### config.mk
export PLATFORM = sky130hd
export DESIGN_NAME = car_enter_exit
export DESIGN_NICKNAME = d
export VERILOG_FILES = /design/src/rtl/car_enter_exit.sv
export SDC_FILE = /design/constraint.sdc
export NUM_CORES = 1
export LEC_CHECK = 0
export CORE_UTILIZATION = 45
export DETAILED_ROUTE_END_ITERATION = 16
export GPL_TIMING_DRIVEN = 0
export MAX_ROUTING_LAYER = met4
export PLACE_DENSITY_LB_ADDON = 0.05
export SYNTH_ARGS = -nofsm -noshare
export SYNTH_HDL_FRONTEND = slang
export SYNTH_SLANG_ARGS = --single-unit
### constraint.sdc
create_clock -name clk -period 4.79 [get_ports clk]
set_input_delay 0.479 -clock clk [delete_from_list [all_inputs] [get_ports clk]]
set_output_delay 0.479 -clock clk [all_outputs]
set_load 0.02 [all_outputs]
### src/rtl/car_enter_exit.sv
// rtl/car_enter_exit.sv - three-car parking tracker: entry time, stay duration and fee per car (optional COST_SATURATE_EN)
module car_enter_exit (
   input  logic       clk,
   input  logic       reset,
   input  logic       car_enter,
   input  logic       car_exit,
   input  logic [2:0] car_sel,
   input  logic [9:0] timer_count,
   output logic [9:0] car1_enter_time,
   output logic [9:0] car2_enter_time,
   output logic [9:0] car3_enter_time,
   output logic       car1_state,
   output logic       car2_state,
   output logic       car3_state,
   output logic [9:0] car1_count,
   output logic [9:0] car2_count,
   output logic [9:0] car3_count,
   output logic [9:0] car1_cost,
   output logic [9:0] car2_cost,
   output logic [9:0] car3_cost,
   output logic [9:0] currunt_cost
);

`ifdef COST_SATURATE_EN
   localparam logic COST_SAT = 1'b1;
`else
   localparam logic COST_SAT = 1'b0;
`endif

   // Fee is two units per tick; the overflow bit either clamps or is dropped.
   function automatic logic [9:0] fee(input logic [9:0] d);
      logic [10:0] dbl;
      dbl = {1'b0, d} + {1'b0, d};
      fee = dbl[9:0] | {10{COST_SAT & dbl[10]}};
   endfunction

   logic [9:0] enter_time_q [0:2];
   logic [9:0] count_q      [0:2];
   logic [9:0] cost_q       [0:2];
   logic [2:0] state_q;
   logic [9:0] currunt_cost_q;

   logic [2:0] sel_hit;
   logic       enter_req;
   logic       exit_req;
   logic [9:0] dur      [0:2];
   logic [2:0] do_enter;
   logic [2:0] do_exit;
   logic [9:0] exit_fee;

   // Contradictory enter+exit requests cancel each other.
   assign enter_req = car_enter & ~car_exit;
   assign exit_req  = car_exit & ~car_enter;

   // One-hot car select; unused codes select nobody.
   always_comb begin
      sel_hit = 3'b000;
      case (car_sel)
         3'b001:  sel_hit = 3'b001;
         3'b010:  sel_hit = 3'b010;
         3'b011:  sel_hit = 3'b100;
         default: sel_hit = 3'b000;
      endcase
   end

   // Per-car duration (modular, so timer wrap is harmless) and qualified events.
   always_comb begin
      for (int i = 0; i < 3; i++) begin
         dur[i]      = timer_count - enter_time_q[i];
         do_enter[i] = sel_hit[i] & enter_req & ~state_q[i];
         do_exit[i]  = sel_hit[i] & exit_req & state_q[i];
      end
   end

   // Fee of the car leaving this cycle (at most one car can leave).
   always_comb begin
      exit_fee = '0;
      for (int i = 0; i < 3; i++) begin
         if (do_exit[i]) begin
            exit_fee = fee(dur[i]);
         end
      end
   end

   // Per-car state: entry captures the time, exit books the fee, parked cars keep counting.
   always_ff @(posedge clk or posedge reset) begin
      if (reset) begin
         for (int i = 0; i < 3; i++) begin
            enter_time_q[i] <= '0;
            count_q[i]      <= '0;
            cost_q[i]       <= '0;
         end
         state_q <= '0;
      end else begin
         for (int i = 0; i < 3; i++) begin
            if (do_enter[i]) begin
               state_q[i]      <= 1'b1;
               enter_time_q[i] <= timer_count;
               count_q[i]      <= '0;
               cost_q[i]       <= '0;
            end else if (do_exit[i]) begin
               state_q[i] <= 1'b0;
               count_q[i] <= dur[i];
               cost_q[i]  <= fee(dur[i]);
            end else if (state_q[i]) begin
               count_q[i] <= dur[i];
            end
         end
      end
   end

   // Most recent fee charged, across all cars.
   always_ff @(posedge clk or posedge reset) begin
      if (reset) begin
         currunt_cost_q <= '0;
      end else if (|do_exit) begin
         currunt_cost_q <= exit_fee;
      end
   end

   assign car1_enter_time = enter_time_q[0];
   assign car2_enter_time = enter_time_q[1];
   assign car3_enter_time = enter_time_q[2];
   assign car1_state      = state_q[0];
   assign car2_state      = state_q[1];
   assign car3_state      = state_q[2];
   assign car1_count      = count_q[0];
   assign car2_count      = count_q[1];
   assign car3_count      = count_q[2];
   assign car1_cost       = cost_q[0];
   assign car2_cost       = cost_q[1];
   assign car3_cost       = cost_q[2];
   assign currunt_cost    = currunt_cost_q;

endmodule

# After elaboration in Yosys (flattened, before gate mapping)

Cells that the tools add are included.

Input port bits: 17
Word-level logic and storage cells: 73
Bits in registers: 103

Multiplexer cells: 25
Reductions and logical operators: 7
Equality and inequality tests: 3
Bitwise operators: 19
Add/sub/neg operators: 6

Operator list:

| cell                                                                   | number |
|---|---|
| 10-bit 2-to-1 mux                                                      | 18 |
| 10-bit adder                                                           | 3 |
| 10-bit subtractor                                                      | 3 |
| 1-bit bitwise AND                                                      | 14 |
| 3-bit one-hot mux with 3 select lines                                  | 1 |
| 3-bit nonzero test                                                     | 3 |
| 3-bit by 2-bit equality test with 1-bit output (second input constant) | 2 |
| 1-bit 2-to-1 mux                                                       | 6 |
| 2-bit nonzero test                                                     | 3 |
| 1-bit NOT                                                              | 5 |
| 3-bit by 1-bit equality test with 1-bit output (second input constant) | 1 |
| 3-bit OR reduction                                                     | 1 |

# Longest topological paths before layout

Gate-level depths: netlist (run 1).

Depth in word-level cells: 7
Mapped depth: 10
Mapped depth without buffers: 10

# Worst setup path before layout (run 1)

No wires, ideal clock.

Path kind: input port to flip-flop
Start point: in timer_count[0]
End point: reg currunt_cost_q[9] (netlist: currunt_cost[9])
Cell stages on the path: 10
Arrival: 2.150 ns
Path slack: 2.546 ns
Data required time: 4.696 ns
Library setup time: 0.094 ns
Path through: inv_1 -> ha_1 -> inv_1 -> fa_1 -> a211oi_1 -> o211ai_1 -> a31oi_1 -> xnor2_1 -> o22ai_1 -> a211oi_1

Word-level cells in the longest chain between the ends: 5
Elaborated cells on any way between the ends: 9
Classes of those cells: 6 x add/sub; 3 x mux

RTL lines:

| what                           | RTL line | RTL |
|---|---|---|
| start: declaration             | 8        | `input logic [9:0] timer_count,` |
| 10-bit subtractor              | 69       | `dur[i] = timer_count - enter_time_q[i];` |
| 10-bit adder                   | 33       | `dbl = {1'b0, d} + {1'b0, d};` |
| 10-bit 2-to-1 mux (2 in a row) | 79       | `if (do_exit[i]) begin` |
| 10-bit 2-to-1 mux *            | 79       |  |
| end signal: assignment         | 117      | `currunt_cost_q <= exit_fee;` |
| end: declaration               | 41       | `logic [9:0] currunt_cost_q;` |

Mark *: on every way between the ends. The rest lies on a longest branch, timed or not.
A chain may end at the register's enable or synchronous reset.

# Worst setup path after layout (run 1)

Start point: in timer_count[1]
End point: reg currunt_cost_q[9] (netlist: currunt_cost[9])

The elaborated chain is that of the path after synthesis.

==> results of run 1 <==
==> per-stage QoR <==
stage | utilization (%) | instance area (um2) | instances
final | 60.5 | 6590 | 786
after global routing | 60.5 | 6590 | 786
after CTS | 60.5 | 6590 | 786
after detailed placement | 58.9 | 6410 | 770
after global placement | 58.6 | 6380 | 769
after floorplan | - | 5080 | 517
==> cells in the mapped netlist (3+ instances only) <==
cell	number
a21o_1	7
a211oi_1	4
nor2_1	26
clkbuf_1	8
ha_1	27
fa_1	3
xnor2_1	16
mux2_2	6
a31oi_1	7
o22ai_1	3
nand2_1	82
buf_4	6
nor2b_1	3
buf_2	8
nor3_1	6
nand3b_1	4
nand4_1	3
inv_1	38
nand2b_1	4
a22o_1	25
xor2_1	8
a21oi_1	27
o21a_1	5
dfrtp_1	99
o21ai_0	47
==> power by group through the flow <==
stage | combinational, mW | sequential [mW] | clock [mW]
after floorplan | 0.936 | 1.80 | 0
after global placement | 2.32 | 1.42 | 0
after detailed placement | 2.37 | 1.43 | 0
after CTS | 2.38 | 1.41 | 0.526
after global routing | 2.55 | 1.45 | 0.563
final | 2.37 | 1.41 | 0.515
==> area by class of cell <==
class / count / area, um2 / share of cell area [%]
clock inverters: 7 / 58.8 / 0.892
plain buffers: 24 / 130 / 1.97
multi-input cells: 356 / 2330 / 35.4
well taps: 140 / 175 / 2.66
clock buffers: 9 / 124 / 1.88
repair buffers: 113 / 1150 / 17.4
flip-flops and latches: 99 / 2480 / 37.6
inverters: 38 / 145 / 2.20
==> sequential cells by signal (all words and copies together) (netlist names) <==
signal,count
car1_cost,9
currunt_cost,9
car1_enter_time,10
car3_enter_time,10
car3_cost,9
car1_count,10
state_q,3
car2_enter_time,10
car2_cost,9
car3_count,10
car2_count,10
==> cell families after synthesis <==
kind of cell / count (synthesis) / synth area share, %
simple gates: 146 / 13.4
compound gates: 144 / 18.6
flops: 99 / 48.8
xor+xnor: 24 / 4.14
fa+ha+maj: 30 / 7.84
mux: 8 / 1.73
other cells: 1 / 0.0739
buf+inv: 62 / 5.38
==> metal layers <==
layer	up-vias	share of wire, %	global-route usage, %
met3	18	4.6	2.41
met5	-	0	-
li1	2032	-	-
met4	0	1.8	8.32
met2	128	46	38.4
met1	2006	47	36.0
==> critical path, cell delays in order <==
cell,delay [ps]
clkdlybuf4s50_1,670
fa_1,590
a211oi_1,350
o211ai_1,160
a31oi_1,210
xnor2_1,260
o22ai_1,160
a211oi_1,190
==> worst min path at each step <==
stage,startpoint,depth (start not counted),endpoint
final,car_sel[2],4,car3_enter_time[8]$_DFFE_PP0N_
after global routing,car_sel[2],4,car3_enter_time[8]$_DFFE_PP0N_
after CTS,car_sel[2],4,car3_enter_time[8]$_DFFE_PP0N_
after detailed placement,car1_cost[7]$_DFFE_PP0P_,2,car1_cost[7]$_DFFE_PP0P_
after global placement,car1_cost[5]$_DFFE_PP0P_,2,car1_cost[5]$_DFFE_PP0P_
after floorplan,car1_cost[7]$_DFFE_PP0P_,2,car1_cost[7]$_DFFE_PP0P_
==> parameters.txt, run 1 <==
Parameter                              Value

Detailed routing
  Via density per instance ... 5.32
  Via count ... 4184
  Post-DR wirelength/cell ... 17.3 um
  Initial DRT Pass Iterations ... 4
  Final ANT Viol Nets ... 0
  Drt first-iter violations ... 199
  # DRC ... 0
  Routed WL ... 13600 um

Global routing
  Global routing usage summed across all routing layers ... 25.4%
  Via count of the first global-routing pass ... 3992
  Grt total ovfl ... 0
  First-pass GRT wire length ... 21500 um
  Maximum number of pins on one net before global-route repair ... 61
  Antenna violations before repair ... 0

Floorplanning
  Die area ... 0.0117 mm2
  DIE HEIGHT ... 108 um
  Number of rows created at floorplan ... 38
  Overall die width ... 108 um
  Floorplan Core Area ... 0.0109 mm2
  Number of top-level pins ... 120
  Initial Util ... 46.6%

Clock network
  Clock Latency Late Sink ... 370 ps
  Clock Tree Buf Depth ... 2
  H-tree depth ... 3
  Cells resized by post-CTS repair ... 0
  Post-CTS repair timing setup buffer count ... 0
  CTS Buf Count ... 9
  Clock sink count ... 99
  Cts hold-fix bufs ... 0
  Clock transition at the registers of the reported paths ... 100 ps
  Master cell of the clock root buffer ... clkbuf_8
  Clock tree from TritonCTS ... yes

STA
  Unrepaired setup endpoints after global routing ... false
  Setup TNS after final layout ... 0 ps
  Fin. Hold Viols ... 0
  Period utilization ... 58.5%
  Total count of max-transition violations in the final report ... 0
  Clock Skew ... 12.9 ps
  Relative slew slack ... 37.6%
  Tmin final ... 2800 ps
  Setup slack after layout ... 1990 ps
  Endpoints failing setup ... 0
  Worst hold-check slack ... 478 ps
  Fmax achieved ... 357 MHz
  Worst Max-Slew Pin Slew ... 928 ps

Cells and area
  Fillers ... 983
  Inserted Diodes ... 0
  Final-stage net count ... 688
  Top library cells by usage in the layout, fill and taps aside ... 112 x clkdlybuf4s50_1, 99 x dfrtp_1, 82 x nand2_1
  Leading cell type in the layout, fill and taps excluded ... clkdlybuf4s50_1
  Fraction of layout instances using a drive strength above 1 ... 7.89%
  Layout area overhead ... 30.0%

Logic synthesis
  Synthesis Warnings ... 0
  Number of flops mapped to enable cells by yosys ... 0
  Most used DFF post-synth ... dfrtp_1
  Sequential element share of the synthesized area ... 48.8%
  Synthesized instance count ... 514
  Yosys top cell area share ... 48.8%
  Synth unique cells ... 61
  Combined area of all synthesized cells ... 0.00507 mm2
  FF+latch count, synth ... 99
  Mean cell area of the mapped netlist ... 9.87 um2
  Post-synth top area cell ... dfrtp_1
  Proportion of synthesized flip-flops having asynchronous set or reset ... 100%
  Top cells by area, synth ... dfrtp_1 49%, ha_1 6.7%, nand2_1 6.1%, o21ai_0 4.6%, a22o_1 4.3%

Pwr
  Switching component of the power ... 1.82 mW
  Pleak ... 2.99 nW
  Share of total power in sequential cells ... 32.8%
  Combinational cell fraction of total power ... 55.2%
  Sum of internal, switching and leakage power ... 4.29 mW
  Cell internal pwr ... 2.47 mW
  Switching fraction of total power ... 42.4%
  Clock network fraction of design power ... 12.0%
  Max IR drop VDD ... 0.000302 V
  Pwr per Cell Area ... 651 mW/mm2

Critical path
  End point of the critical path ... currunt_cost[9]$_DFFE_PP0P_
  Reg2Reg Capture Point ... currunt_cost[9]$_DFFE_PP0P_
  Logic depth of the worst register-to-register path ... 9
  Element type at the critical path end ... register
  Arrival time worst endpoint ... 3080 ps
  Reg2Reg Setup Slack ... 2300 ps
  Worst Setup Path Type ... primary input to register
  Source of the critical timing path ... timer_count[1]
  Highest net fanout along the worst path ... 9
  Critical path required time ... 5070 ps
  Launching point of the worst reg2reg path ... car1_enter_time[0]$_DFFE_PP0N_
  Kind of start point of the critical path ... primary input

Place
  Routability-driven placement congestion ratio ... 0.908
  Worst slack at placement ... 1610 ps
  Number of port buffers ... 112
  HPWL after detailed placement ... 10700 um

Outcome
  Status ... finished clean

Flow run
  Count of max-cap constraint violations ... 0

Min path
  Worst min-delay path class ... primary input to register
Power figures use the tool's default switching activity.
==> run 2, diff against run 1 <==
- clock period: 4.79 -> 2.35 ns (I/O delays scaled with it)
==> run 2 against run 1 <==
  * Combinational power up 110%
  * Critical path depth up 1
  * First-iteration DRC count up 18%
  * Cell count up 0.51%
  * Register-to-register slack worse by 2200 ps
  * Clock skew down 4.0 ps
  * Clock power rose to 3.0 times the previous value
  * Largest cell class unchanged
  * Largest power group unchanged
  * Highest routed layer unchanged
==> parameters.txt, run 2 (synthesis gave the netlist of run 1 again) <==
Parameter                              Value

Outcome
  Status ... finished clean

STA
  Setup TNS after final layout ... 0 ps (unchanged)
  Worst Max-Slew Pin Slew ... 953 ps (+24.8 ps)
  Clock Skew ... 8.92 ps (-3.99 ps)
  Total count of max-transition violations in the final report ... 0 (unchanged)
  Endpoints failing setup ... 0 (unchanged)
  Period utilization ... 95.2%
  Tmin final ... 2240 ps
  Fmax achieved ... 447 MHz
  Relative slew slack ... 35.9% (-1.7 points)
  Fin. Hold Viols ... 0 (unchanged)

Cells and area
  Layout Cells excl Fill ... 790 (+0.51%)
  Footprint of the flip-flops and latches ... 0.00248 mm2 (unchanged)
  Inserted Diodes ... 0 (unchanged)
  Leading cell type in the layout, fill and taps excluded ... clkdlybuf4s50_1
  Area of the multi-input gates ... 0.00237 mm2 (+1.5%)
  Fraction of layout instances using a drive strength above 1 ... 9.69% (+1.8 points)
  Final-stage net count ... 692 (+0.58%)
  Top library cells by usage in the layout, fill and taps aside ... 110 x clkdlybuf4s50_1, 99 x dfrtp_1, 82 x nand2_1
  Post-route cell area ... 0.00677 mm2 (+2.7%)
  Layout area overhead ... 33.5%
  Fillers ... 980 (-0.31%)

Clock network
  Clock transition at the registers of the reported paths ... 90 ps (about the same)
  Clock tree from TritonCTS ... yes
  Clock Latency Late Sink ... 370 ps (about the same)
  Cts hold-fix bufs ... 0 (unchanged)
  H-tree depth ... 3 (unchanged)
  Master cell of the clock root buffer ... clkbuf_8
  Clock sink count ... 99 (unchanged)
  CTS Buf Count ... 9 (unchanged)
  Clock Tree Buf Depth ... 2 (unchanged)

Pwr
  Combinational cell fraction of total power ... 52.8% (-2.4 points)
  Pwr per Cell Area ... 1380 mW/mm2 (+110%)
  Max IR drop VDD ... 0.000631 V (+110%)
  Share of total power in sequential cells ... 30.7% (-2.1 points)
  Switching component of the power ... 3.72 mW (+100%)
  Clock network fraction of design power ... 16.5% (+4.5 points)
  Pleak ... 3.08 nW (+3.2%)
  Cell internal pwr ... 5.62 mW (+130%)
  Switching fraction of total power ... 39.8% (-2.5 points)

Floorplanning
  Number of top-level pins ... 120 (unchanged)
  DIE HEIGHT ... 108 um (unchanged)
  Number of rows created at floorplan ... 38 (unchanged)
  Die area ... 0.0117 mm2 (unchanged)
  Floorplan Core Area ... 0.0109 mm2 (unchanged)
  Overall die width ... 108 um (unchanged)
  Initial Util ... 46.6% (unchanged)

Global routing
  First-pass GRT wire length ... 22000 um (+2.2%)
  Maximum number of pins on one net before global-route repair ... 40 (-34%)
  Global routing usage summed across all routing layers ... 26.1% (+0.67 points)
  Grt total ovfl ... 0 (unchanged)
  Via count of the first global-routing pass ... 4188 (+4.9%)
  Antenna violations before repair ... 0 (unchanged)

Place
  Number of port buffers ... 112 (unchanged)
  Placed Instances ... 771 (+0.13%)
  Post-DP Area ... 0.00642 mm2 (+0.21%)
  Routability-driven placement congestion ratio ... 0.892 (-1.7%)
  HPWL after detailed placement ... 10900 um (+1.9%)

Detailed routing
  Via density per instance ... 5.39 (+1.2%)
  # DRC ... 0 (unchanged)
  Initial DRT Pass Iterations ... 4 (unchanged)
  Routed WL ... 13900 um (+2.0%)
  Drt first-iter violations ... 235 (+18%)
  Via count ... 4256 (+1.7%)
  Post-DR wirelength/cell ... 17.6 um (+1.5%)
  Final ANT Viol Nets ... 0 (unchanged)

Critical path
  Highest net fanout along the worst path ... 3 (-6)
  Element type at the critical path end ... register
  Worst Setup Path Type ... register to register
  Reg2Reg Setup Slack ... 110 ps (-2190 ps)
  Kind of start point of the critical path ... register
  Arrival time worst endpoint ... 2480 ps (-600 ps)
  Critical path required time ... 2590 ps (-2480 ps)

Min path
  Worst min-delay path class ... primary input to register

Flow run
  Count of max-cap constraint violations ... 0 (unchanged)
-- run 2: cell count changes in the layout (fill, tap and decap cells not counted), moves of 3 or more --
cell / delta
a211oi_1: -3
bufinv_16: +5
a211oi_2: +3
buf_4: +3
inv_6: -4
-- run 2: final timing paths --
path	startpoint	to	cells past startpoint
worst min-delay path	car_sel[2]	car3_enter_time[8]$_DFFE_PP0N_	4
min in group asynchronous	reset	car1_cost[2]$_DFFE_PP0P_	2
worst max-delay path	car2_enter_time[0]$_DFFE_PP0N_	car2_cost[9]$_DFFE_PP0P_	9
max in group asynchronous	reset	car1_enter_time[6]$_DFFE_PP0N_	3
worst max register to register	car2_enter_time[0]$_DFFE_PP0N_	car2_cost[9]$_DFFE_PP0P_	9
worst min register to register	car1_cost[7]$_DFFE_PP0P_	car1_cost[7]$_DFFE_PP0P_	2
-- run 2: repair_timing --
action                     in CTS  in global routing
resized for setup               6                  4
setup buffers                   0                  3
pin swaps                       1                  3
hold endpoints to repair        0                  0
setup endpoints to repair       6                  9
-- run 2: final cells by class --
| type | instances | share of cell area (%) |
|---|---|---|
| Multi-Input combinational cell | 356 | 35.0 |
| Clock buffer | 9 | 1.83 |
| Sequential cell | 99 | 36.6 |
| Timing Repair Buffer | 117 | 17.5 |
| Inverter | 38 | 2.16 |
| Tap cell | 140 | 2.59 |
| Clock inverter | 7 | 2.42 |
| Buffer | 24 | 1.92 |
-- run 2: per-stage QoR --
stage / utilization (%) / hold WS [ps] / power [mW] / setup WS, ps
2_1_floorplan: - / 352 / 5.59 / 177
3_3_place_gp: 58.6 / 465 / 7.63 / -499
3_5_place_dp: 59.0 / 470 / 7.74 / -524
4_1_cts: 61.9 / 235 / 9.33 / 7.02
5_1_grt: 62.2 / 245 / 9.88 / -0.324
6_report: 62.2 / 247 / 9.33 / 112
-- run 2: routing by layer --
layer  vias to the layer above  wire length (um)  track usage (%)
met5                         -                 0                -
met4                         0               292             9.20
met3                        22               674             2.89
met2                       141              6490             40.8
met1                      2049              6420             35.2
li1                       2044                 -                -
-- run 2: power groups by stage --
stage | clock, mW | sequential, mW | combinational (mW)
global placement | 0 | 2.89 | 4.74
CTS | 1.55 | 2.88 | 4.90
detailed placement | 0 | 2.91 | 4.84
floorplan | 0 | 3.68 | 1.91
global route | 1.61 | 2.95 | 5.31
finish | 1.54 | 2.86 | 4.93
-- run 2: critical path: stages (launching register included) --
cell and delay (ps):
dfrtp_1 420, ha_1 240, inv_1 70, fa_2 380
a211oi_2 190, o21ai_0 140, o21ai_0 180, a21oi_1 120
xnor2_2 250, o21ai_0 130
